$ cat config.mk
export PLATFORM = sky130hd
export DESIGN_NAME = block128_loader
export DESIGN_NICKNAME = d
export VERILOG_FILES = /design/src/rtl/ascon_pack.sv /design/src/rtl/block128_loader.sv
export SDC_FILE = /design/constraint.sdc
export NUM_CORES = 1
export LEC_CHECK = 0
export ABC_AREA = 1
export BUFFER_PORTS_ARGS = -buffer_cell sky130_fd_sc_hd__buf_2
export CORE_ASPECT_RATIO = 2
export CORE_MARGIN = 2
export CORE_UTILIZATION = 25
export CTS_BUF_LIST = sky130_fd_sc_hd__clkbuf_8
export CTS_CLUSTER_DIAMETER = 60
export DETAILED_ROUTE_END_ITERATION = 8
export PLACE_DENSITY_LB_ADDON = 0.1
export SLEW_MARGIN = 20
export SYNTH_ARGS = -nofsm -noshare
export SYNTH_HDL_FRONTEND = slang
export SYNTH_SLANG_ARGS = --single-unit
$ cat constraint.sdc
create_clock -name clock_i -period 2.1 [get_ports clock_i]
set_input_delay 0.63 -clock clock_i [delete_from_list [all_inputs] [get_ports clock_i]]
set_output_delay 0.63 -clock clock_i [all_outputs]
set_load 0.1 [all_outputs]
$ cat src/rtl/ascon_pack.sv
// Shared ASCON datapath package: loader state encoding, block width and
// a byte-reverse helper used by the optional little-endian word path.
package ascon_pack;

  localparam int BLOCK_W = 128;

  typedef enum logic {
    FILL = 1'b0,
    FULL = 1'b1
  } loader_state_t;

  // Reverse the order of the low nbytes bytes of w (nbytes <= 8).
  // The result is right-aligned, so callers truncate to their own width.
  function automatic logic [63:0] byte_rev(input logic [63:0] w,
                                           input int unsigned nbytes);
    logic [63:0] r;
    r = '0;
    for (int unsigned i = 0; i < 8; i++) begin
      if (i < nbytes) r[8*(nbytes-1-i) +: 8] = w[8*i +: 8];
    end
    return r;
  endfunction

endpackage

$ cat src/rtl/block128_loader.sv
// block128_loader: packs WORD_W-bit words (32 or 64), MSB-first, into one
// 128-bit block and hands it downstream over a valid/ready handshake.
// Optional build macro: BLOCK128_LOADER_BYTE_SWAP_EN byte-reverses every
// accepted word before storage (little-endian bus masters).
module block128_loader
  import ascon_pack::*;
#(
  parameter  int WORD_W   = 32,
  localparam int NB_WORDS = BLOCK_W / WORD_W
) (
  input  logic               clock_i,
  input  logic               resetb_i,
  input  logic               clear_i,
  input  logic               word_valid_i,
  output logic               word_ready_o,
  input  logic [WORD_W-1:0]  word_i,
  output logic               block_valid_o,
  input  logic               block_ready_i,
  output logic [BLOCK_W-1:0] data_o,
  output logic [2:0]         count_o
);

  localparam logic [2:0] LAST_SLOT = 3'(NB_WORDS - 1);

  loader_state_t      state_q, state_d;
  logic [2:0]         count_q, count_d;
  logic [BLOCK_W-1:0] data_q, data_d;
  logic [WORD_W-1:0]  word_st;
  logic               accept;
  logic               handoff;

  // Word as it will be stored in its slot.
`ifdef BLOCK128_LOADER_BYTE_SWAP_EN
  assign word_st = WORD_W'(byte_rev(64'(word_i), WORD_W / 8));
`else
  assign word_st = word_i;
`endif

  assign accept  = (state_q == FILL) && word_valid_i;
  assign handoff = (state_q == FULL) && block_ready_i;

  // State and word counter registers.
  always_ff @(posedge clock_i or negedge resetb_i) begin
    if (!resetb_i) begin
      state_q <= FILL;
      count_q <= 3'd0;
    end else begin
      state_q <= state_d;
      count_q <= count_d;
    end
  end

  // Next state: clear beats everything; the last accepted word moves to FULL,
  // the downstream handshake returns to an empty FILL.
  always_comb begin
    state_d = state_q;
    count_d = count_q;
    if (clear_i) begin
      state_d = FILL;
      count_d = 3'd0;
    end else if (accept) begin
      count_d = count_q + 3'd1;
      if (count_q == LAST_SLOT) state_d = FULL;
    end else if (handoff) begin
      state_d = FILL;
      count_d = 3'd0;
    end
  end

  // Outputs decoded from the state register only.
  always_comb begin
    word_ready_o  = (state_q == FILL);
    block_valid_o = (state_q == FULL);
  end

  // Block data next value: zero on clear/handoff so unwritten slots read 0.
  always_comb begin
    data_d = data_q;
    if (clear_i || handoff) begin
      data_d = '0;
    end else if (accept) begin
      data_d[BLOCK_W-1-int'(count_q)*WORD_W -: WORD_W] = word_st;
    end
  end

  // Block data register.
  always_ff @(posedge clock_i or negedge resetb_i) begin
    if (!resetb_i) data_q <= '0;
    else           data_q <= data_d;
  end

  assign data_o  = data_q;
  assign count_o = count_q;

endmodule
==> run_results.csv, run 1 <==
group,metric,value,unit
floorplanning,ioPinCount,170,
cells_and_area,final_nets,876,
place,gp_congestion,0.8230,
logic_synthesis,syn_inst,664,
critical_path,path_cells,"clkinvlp_4 -> buf_4",
route,wl_per_cell,18.97,um
global_routing,grt_util_all_layers,18.01,%
global_routing,grt_pass1_wl,32620,um
cts,clk_path_buf_depth,2,
critical_path,rr_worst_depth,6,
cells_and_area,areaGrowthSynthToFinish,28.46,%
global_routing,grt_max_degree,93,
place,dp_hpwl,15450,um
cts,htreeDepth,4,
floorplanning,rows,78,
route,drt_wl_total,21430,um
critical_path,cp-endpoint,"word_ready_o",
cells_and_area,fillCellCount,2432,
route,dr.pass1.iters,4,
sta,hold_viol,0,
cells_and_area,drive_above_1_share,28.94,%
critical_path,path_buf_inv,2,
critical_path,endpoint_kind,"primary output",
sta,slew_violations,0,
route,num_vias,5180,
place,dp_cells,1098,
cts,cts.clk_slew.worst_paths,0.07,ns
critical_path,cp_max_fo,5,
sta,slew-limit-headroom,65.87,%
power_and_ir_drop,seqPwrFrac,42.1,%
cells_and_area,final_cell_mix,"nand2_1, buf_2, nand3_1, dfrtp_1, nor2_1",
floorplanning,dieWidth,110.7,um
critical_path,path_delay_family,"flip-flops",
place,place_ws,0.2250,ns
cells_and_area,n_antenna_cell,0,
sta,fin_crit_sh,97.26,%
route,avgViaCountPerCell,4.584,
job,drv_cap,0,
status,outcome,"finished, final reports clean",
cells_and_area,final_common_cell,"nand2_1",
cts,clkSinkCount,132,
logic_synthesis,ys_seq_area_share,58.01,%
logic_synthesis,synth_seq_cells,132,
floorplanning,dieHeight,217.4,um
power_and_ir_drop,p_leak,4.367,nW
global_routing,grt_pass1_vias,5451,
floorplanning,initial_core_util,25.26,%
cells_and_area,fin_util,32.45,%
critical_path,cpMaxStageDelayCell,"dfrtp_4",
critical_path,crit_start,"block_valid_o",
cts,cts_tree,"yes",
sta,whs,0.08170,ns
sta,fmax,489.6,MHz
power_and_ir_drop,switchingPower,2.363,mW
power_and_ir_drop,power.internal,4.092,mW
critical_path,startpoint_type,"register",
floorplanning,core-area,22540,um^2
cts,insertion_delay,0.46,ns
logic_synthesis,synthesis.nets,703,
critical_path,worst-path-stages,2,
logic_synthesis,synth_area_per_cell,8.576,um^2
sta,worstMarginPinSlew,0.5156,ns
route,ant_nets,0,
global_routing,grt-ovfl-total,0,
place,portBuffers,169,
logic_synthesis,syn_area,5694,um^2
critical_path,r2r-end,"data_o[43]",
floorplanning,die_area,24070,um^2
power_and_ir_drop,power.density,882.4,nW/um^2
critical_path,arrival,1.41,ns
global_routing,antenna_found_initial,0,
sta,setup_slack,0.05744,ns
route,drc,0,
power_and_ir_drop,max-vdd-ir-drop,388.2,uV
power_and_ir_drop,clockPowerShare,35.7,%
route,drtIter0Drc,188,
cells_and_area,final_cells,1130,
cts,ctsRootBufferMaster,"clkbuf_8",
power_and_ir_drop,combinationalPowerShare,22.2,%
critical_path,rr_startpoint,"block_valid_o",
sta,rsz0062_at_grt,"no",
critical_path,critPathKind,"reg2out",
sta,final-setup-viol-count,0,
logic_synthesis,synth_cell_type_count,19,
worst_hold_path,holdCritPathClass,"in2async",
sta,setup_tns,0,ns
critical_path,crit_path_max_incr_delay,0.54,ns
critical_path,rrSetupSlack,0.40,ns
critical_path,worstPathRequired,1.47,ns
power_and_ir_drop,sw_frac_of_total,36.61,%
sta,skew,0.01343,ns
sta,min_period,2.043,ns
cts,numCtsBuffers,17,
logic_synthesis,yosysWarningCount,0,
worst reg2reg max path, stage by stage, from the launching register on:
cell,delay (ns)
dfrtp_4,0.54
nand2_2,0.21
nand2_4,0.15
inv_4,0.11
buf_12,0.34
nand3_1,0.21
nand2_1,0.08
registers in the layout, summed over array words and instances, names as in the netlist:
signal and cells:
block_valid_o 1, data_o 128, count_o 3
what timing repair did:
action,CTS,global route
setup endpoints to repair,3,0
hold buffers,0,0
gates resized for setup,3,0
setup buffers,0,0
how the worst min path moves through the flow:
stage | from | end | slack, ns | cells past startpoint
floorplan | resetb_i | count_o[0] | 0.33 | 0
global placement | data_o[47] | data_o[47] | 0.48 | 2
detailed placement | data_o[71] | data_o[71] | 0.48 | 2
CTS | resetb_i | data_o[26] | 0.08 | 1
global route | resetb_i | data_o[26] | 0.1 | 1
finish | resetb_i | data_o[119] | 0.08 | 1
cell families after synthesis:
group | count (synthesis) | share of synthesized area [%]
adder cells (fa/ha/maj) | 2 | 0.4394
AND/OR/NAND/NOR | 475 | 35.53
flip-flops | 132 | 58.01
buffers and inverters | 51 | 5.669
AO/OA/AOI/OAI | 4 | 0.3514
power groups by stage:
stage          Combinational, mW  Clock (mW)  Sequential, mW
6_report                    1.43        2.31            2.72
5_1_grt                     1.51        2.48            2.73
4_1_cts                     1.45        2.38            2.72
3_5_place_dp                1.45           0            2.77
3_3_place_gp                1.44           0            2.77
2_1_floorplan              0.324           0            3.49
metrics by stage:
| stage | cell area [um^2] | power (mW) |
|---|---|---|
| finish | 7315 | 6.454 |
| global route | 7315 | 6.721 |
| CTS | 7315 | 6.554 |
| detailed placement | 6888 | 4.217 |
| global placement | 6888 | 4.211 |
| floorplan | 5702 | 3.816 |
synthesized netlist by cell type:
cell / n / area [um^2]
nand2_1: 274 / 1028
nand3_1: 155 / 775.7
dfrtp_1: 132 / 3303
nor2_1: 36 / 135.1
buf_2: 15 / 75.07
buf_6: 13 / 146.4
inv_1: 6 / 22.52
clkbuf_1: 5 / 18.77
inv_2: 5 / 18.77
buf_4: 4 / 30.03
nor2_2: 4 / 25.02
buf_1: 3 / 11.26
nand3_2: 3 / 30.03
o21ai_0: 3 / 15.01
ha_1: 2 / 25.02
a21oi_1: 1 / 5.000
nand2_2: 1 / 6.260
nand2_4: 1 / 11.26
nor2_4: 1 / 11.26
layer usage:
metal  GRT usage, %  routed length [um]
met4          7.875                 658
met3          3.558                 758
met5              0                   0
met1          18.77                7909
met2          34.50               12100
cell type report:
class / count / area [um^2] / share of cell area [%]
Clock inverter: 13 / 157.7 / 2.155
Clock buffer: 19 / 261.5 / 3.575
Timing Repair Buffer: 194 / 1110 / 15.17
Tap cell: 280 / 350.3 / 4.790
Sequential cell: 132 / 3307 / 45.21
Inverter: 11 / 47.55 / 0.6500
Multi-Input combinational cell: 481 / 2081 / 28.45
No activity file was read; power rests on OpenSTA's default activity.
==> inputs of run 2 (changes only) <==
Settings changed: CAP_MARGIN from default to 20, CORE_UTILIZATION 25 to 40, CTS_BUF_LIST sky130_fd_sc_hd__clkbuf_8 to sky130_fd_sc_hd__clkbuf_16.
==> run 2 against run 1 <==
Compared with the run above:
- final area is 0.22% higher
- critical path depth is 1 lower
- combinational power is 3% lower
- sequential power hardly changed
- register-to-register slack better by 0.04 ns
- critical path type unchanged
- largest power group is now the clock network
==> run_results.csv, run 2 (synthesis gave the netlist of run 1 again) <==
group,metric,value,unit
cells_and_area,largest_reg_flops,128,
critical_path,startpoint_type,"register",
critical_path,crit_path_max_incr_delay,0.49,ns
sta,setup_tns,0,ns
cts,post_cts_buffers,0,
place,portBuffers,169,
cts,clk_path_buf_depth,2,
cells_and_area,n_antenna_cell,0,
cts,cts_hold_buf,0,
route,drtIter0Drc,311,
sta,rsz0062_at_grt,"no",
cells_and_area,final_common_cell,"nand2_1",
global_routing,antenna_found_initial,0,
global_routing,grt_pass1_vias,5370,
cts,ctsRootBufferMaster,"clkbuf_16",
cts,htreeDepth,4,
floorplanning,dieWidth,88.37,um
sta,hold_viol,0,
critical_path,path_cells,"buf_2",
route,ant_nets,0,
critical_path,endpoint_kind,"primary output",
floorplanning,dieHeight,172.7,um
job,drv_cap,0,
route,wl_per_cell,17.00,um
sta,skew,0.008806,ns
route,drc,0,
sta,slew-limit-headroom,59.36,%
power_and_ir_drop,power.density,960.0,nW/um^2
critical_path,r2r-end,"data_o[7]",
critical_path,rr_worst_depth,6,
power_and_ir_drop,max-vdd-ir-drop,653.1,uV
global_routing,grt_max_degree,78,
critical_path,path_delay_family,"buffers and inverters",
critical_path,worst-path-stages,1,
critical_path,critPathKind,"reg2out",
critical_path,rrSetupSlack,0.44,ns
cts,insertion_delay,0.42,ns
status,outcome,"finished, final reports clean",
global_routing,grt-ovfl-total,0,
cts,clkSinkCount,132,
floorplanning,initial_core_util,40.99,%
global_routing,grt_pass1_wl,27940,um
sta,min_period,2.003,ns
sta,final-setup-viol-count,0,
cells_and_area,areaGrowthSynthToFinish,28.74,%
critical_path,worstPathRequired,1.47,ns
power_and_ir_drop,p_leak,4.434,nW
critical_path,cpMaxStageDelayCell,"buf_2",
cells_and_area,fin_util,52.77,%
cells_and_area,final_nets,875,
floorplanning,rows,61,
route,num_vias,5186,
sta,slew_violations,0,
place,dp_hpwl,12560,um
cells_and_area,final_cell_mix,"nand2_1, buf_2, nand3_1, dfrtp_1, nor2_1",
critical_path,rr_startpoint,"block_valid_o",
critical_path,cp-endpoint,"count_o[0]",
critical_path,crit_start,"count_o[0]",
worst_hold_path,holdCritPathClass,"in2async",
floorplanning,ioPinCount,170,
cts,numCtsBuffers,17,
sta,fmax,499.3,MHz
route,drt_wl_total,17640,um
sta,fin_crit_sh,95.37,%
cts,cts_tree,"yes",
floorplanning,die_area,15260,um^2
global_routing,grt_util_all_layers,23.93,%
cts,cts.clk_slew.worst_paths,0.06,ns
sta,worstMarginPinSlew,0.6089,ns
critical_path,arrival,1.37,ns
cells_and_area,drive_above_1_share,28.39,%
critical_path,path_buf_inv,1,
floorplanning,core-area,13890,um^2
route,dr.pass1.iters,5,
place,gp_congestion,0.8407,
route,avgViaCountPerCell,4.996,
power_and_ir_drop,power,7.038,mW
critical_path,cp_max_fo,7,
run 2: cell count changes in the layout (fill, tap and decap cells not counted), moves of 3 or more:
cell       previous run  this run
clkbuf_16             0        17
clkbuf_8             19         0
clkinv_2              4         1
inv_6                 0         5
run 2: stage by stage:
step | hold WS [ns] | setup slack (ns) | area [um^2] | instances
floorplan | 0.3344 | 0.1022 | 5702 | 664
global placement | 0.4790 | 0.2542 | 6744 | 1006
detailed placement | 0.4816 | 0.1921 | 6744 | 1006
CTS | 0.1717 | 0.02901 | 7328 | 1038
global route | 0.1963 | 0.06676 | 7331 | 1038
finish | 0.1561 | 0.09716 | 7331 | 1038
run 2: worst min-delay path by stage:
stage	from	endpoint	slack, ns	cells after the start
6_report	resetb_i	data_o[120]	0.16	1
5_1_grt	resetb_i	data_o[120]	0.20	1
4_1_cts	resetb_i	data_o[120]	0.17	1
3_5_place_dp	data_o[90]	data_o[90]	0.48	2
3_3_place_gp	data_o[117]	data_o[117]	0.48	2
2_1_floorplan	resetb_i	count_o[0]	0.33	0
run 2: routing by layer:
metal	global-route usage, %	vias to the layer above	share of wire, %
met5	0	-	0
met4	7.260	0	1.9
met3	4.869	20	5.6
met2	42.83	186	54
met1	28.00	2503	38
li1	-	2477	-
run 2: layout make-up:
type	instances	area, um^2
Timing Repair Buffer	193	1087
Multi-Input combinational cell	481	2071
Tap cell	189	236.5
Clock inverter	15	156.4
Sequential cell	132	3307
Clock buffer	17	425.4
Fill cell	1403	6560
Inverter	11	47.55
run 2: timing repair:
item | in CTS | in global routing
endpoints found under the setup margin | 1 | 1
pin swaps | 0 | 0
resized for setup | 1 | 1
run 2: where the power goes:
| part | internal, mW | switching [mW] | total, mW | leakage [nW] |
|---|---|---|---|---|
| registers | 2.65 | 0.0670 | 2.71 | 1.82 |
| logic | 0.213 | 1.18 | 1.39 | 2.34 |
| clock network | 1.76 | 1.18 | 2.93 | 0.280 |
run 2: worst register-to-register path, stage by stage (launching register included):
cell and delay (ns):
dfrtp_4 0.52, nand2_2 0.19, nand2_4 0.20, inv_4 0.13, buf_12 0.29, nand3_1 0.20, nand2_1 0.07
==> inputs of run 3 (changes only) <==
Settings changed: CORE_ASPECT_RATIO 2 to default.
==> run 3 against run 2 <==
Compared with the run above:
- fmax up 1.1%
- critical endpoint is now count_o[2]
- cell count down 1.3%
- sequential share of layout area up 0.85 points
- sequential cell count unchanged
- global-route usage down 0.55 points
- die area down 0.38%
- hold slack worse by 0.039 ns
- critical path depth unchanged
- largest cell class unchanged
- count of clock-buffer cells in the layout unchanged
- final area down 1.8%
- clock power down 15%
- via count up 0.58%
==> run_results.csv, run 3 (synthesis gave the netlist of run 1 again) <==
group,metric,value,unit
cells_and_area,final_nets,871,
global_routing,grt_pass1_wl,26820,um
worst_hold_path,holdCritPathClass,"in2async",
cts,cts.clk_slew.worst_paths,0.06,ns
place,dpl_cell_area,6703,um^2
global_routing,grt-ovfl-total,0,
job,drv_cap,0,
sta,final-setup-viol-count,0,
critical_path,path_buf_inv,1,
cts,cts_tree,"yes",
critical_path,crit_path_max_incr_delay,0.48,ns
critical_path,endpoint_kind,"primary output",
global_routing,grt_util_all_layers,23.38,%
route,avgViaCountPerCell,5.089,
floorplanning,rows,43,
place,portBuffers,169,
cells_and_area,largest_reg_flops,128,
cts,insertion_delay,0.42,ns
route,met1_length,7710,um
floorplanning,core-area,13880,um^2
power_and_ir_drop,p_leak,4.406,nW
route,dr.pass1.iters,5,
critical_path,cp_max_fo,5,
floorplanning,initial_core_util,41.02,%
sta,fin_crit_sh,94.30,%
cells_and_area,final_cell_mix,"nand2_1, buf_2, nand3_1, dfrtp_1, nor2_1",
sta,setup_tns,0,ns
critical_path,path_delay_family,"buffers and inverters",
route,drt_wl_total,17220,um
critical_path,cp-endpoint,"count_o[2]",
critical_path,r2r-end,"data_o[7]",
critical_path,critPathKind,"reg2out",
critical_path,cpMaxStageDelayCell,"buf_2",
critical_path,worstPathRequired,1.47,ns
cells_and_area,fillCellCount,1375,
route,route.met2.wl,8108,um
route,drtIter0Drc,428,
critical_path,worst-path-stages,1,
route,ant_nets,0,
route,top_layer,"met4",
sta,fmax,505.0,MHz
critical_path,arrival,1.35,ns
sta,skew,0.006732,ns
power_and_ir_drop,power,6.585,mW
sta,setup_slack,0.1196,ns
global_routing,antenna_found_initial,0,
cells_and_area,drive_above_1_share,27.10,%
route,wl_met3,1132,um
power_and_ir_drop,max-vdd-ir-drop,579.6,uV
route,wl_per_cell,16.80,um
cts,post_cts_buffers,0,
cells_and_area,fin_area,7196,um^2
critical_path,rr_worst_depth,6,
global_routing,grt_max_degree,79,
route,num_vias,5216,
cts,ctsRootBufferMaster,"clkbuf_16",
critical_path,startpoint_type,"register",
sta,slew_violations,0,
cts,cts_hold_buf,0,
floorplanning,dieWidth,123.3,um
place,gp_congestion,0.8694,
floorplanning,ioPinCount,170,
critical_path,crit_start,"count_o[2]",
status,outcome,"finished, final reports clean",
route,drc,0,
cells_and_area,areaGrowthSynthToFinish,26.37,%
cells_and_area,final_common_cell,"nand2_1",
cts,clk_path_buf_depth,2,
global_routing,grt_pass1_vias,5022,
critical_path,path_cells,"buf_2",
cts,numCtsBuffers,17,
cts,htreeDepth,4,
critical_path,rrSetupSlack,0.45,ns
sta,slew-limit-headroom,63.23,%
sta,min_period,1.980,ns
cts,clkSinkCount,132,
sta,hold_viol,0,
sta,rsz0062_at_grt,"no",
floorplanning,dieHeight,123.3,um
sta,whs,0.1175,ns
sta,worstMarginPinSlew,0.5509,ns
place,dp_hpwl,11870,um
critical_path,rr_startpoint,"block_valid_o",
cells_and_area,n_antenna_cell,0,
power_and_ir_drop,power.density,915.1,nW/um^2
place,place_ws,0.2644,ns
floorplanning,die_area,15210,um^2
## run 3: cell count changes in the layout (fill, tap and decap cells not counted), sizes merged
| cell | change |
|---|---|
| clkinv | +4 |
| inv | +1 |
| clkinvlp | -3 |
| buf | -4 |
| bufinv | -2 |
## run 3: cell type report
type                       instances  area [um^2]  share of cell area [%]
timing repair buffer             189         1057                   14.69
sequential                       132         3307                   45.96
inverter                          11        47.55                  0.6608
tap                              180        225.2                   3.130
clock buffer                      17        425.4                   5.912
clock inverter                    15        62.56                  0.8694
multi-input combinational        481         2071                   28.78
## run 3: how the worst min path moves through the flow
stage               start    endpoint  slack, ns  cells past startpoint
6_report         resetb_i  data_o[27]       0.12                      1
5_1_grt          resetb_i   data_o[1]       0.14                      1
4_1_cts          resetb_i   data_o[1]       0.12                      1
3_5_place_dp   data_o[63]  data_o[63]       0.48                      2
3_3_place_gp   data_o[61]  data_o[61]       0.48                      2
2_1_floorplan    resetb_i  count_o[0]       0.33                      0
## run 3: report_power, final
| group | switching, mW | total [mW] | internal [mW] |
|---|---|---|---|
| registers | 0.0706 | 2.72 | 2.65 |
| logic | 1.18 | 1.39 | 0.209 |
| clock network | 1.03 | 2.48 | 1.45 |
## run 3: what timing repair did
item	4_1_cts	5_1_grt
setup endpoints to repair	1	1
cloned	0	0
hold endpoints to repair	0	0
gates resized for setup	1	1
## run 3: layer usage
metal | track usage, % | up-vias
li1 | - | 2477
met1 | 32.83 | 2521
met2 | 35.78 | 201
met3 | 5.028 | 17
met4 | 8.381 | 0
met5 | 0 | -
## run 3: through the flow
stage | util, % | instances
6_report | 51.84 | 1025
5_1_grt | 51.84 | 1025
4_1_cts | 51.82 | 1025
3_5_place_dp | 48.29 | 993
3_3_place_gp | 48.29 | 993
2_1_floorplan | - | 664
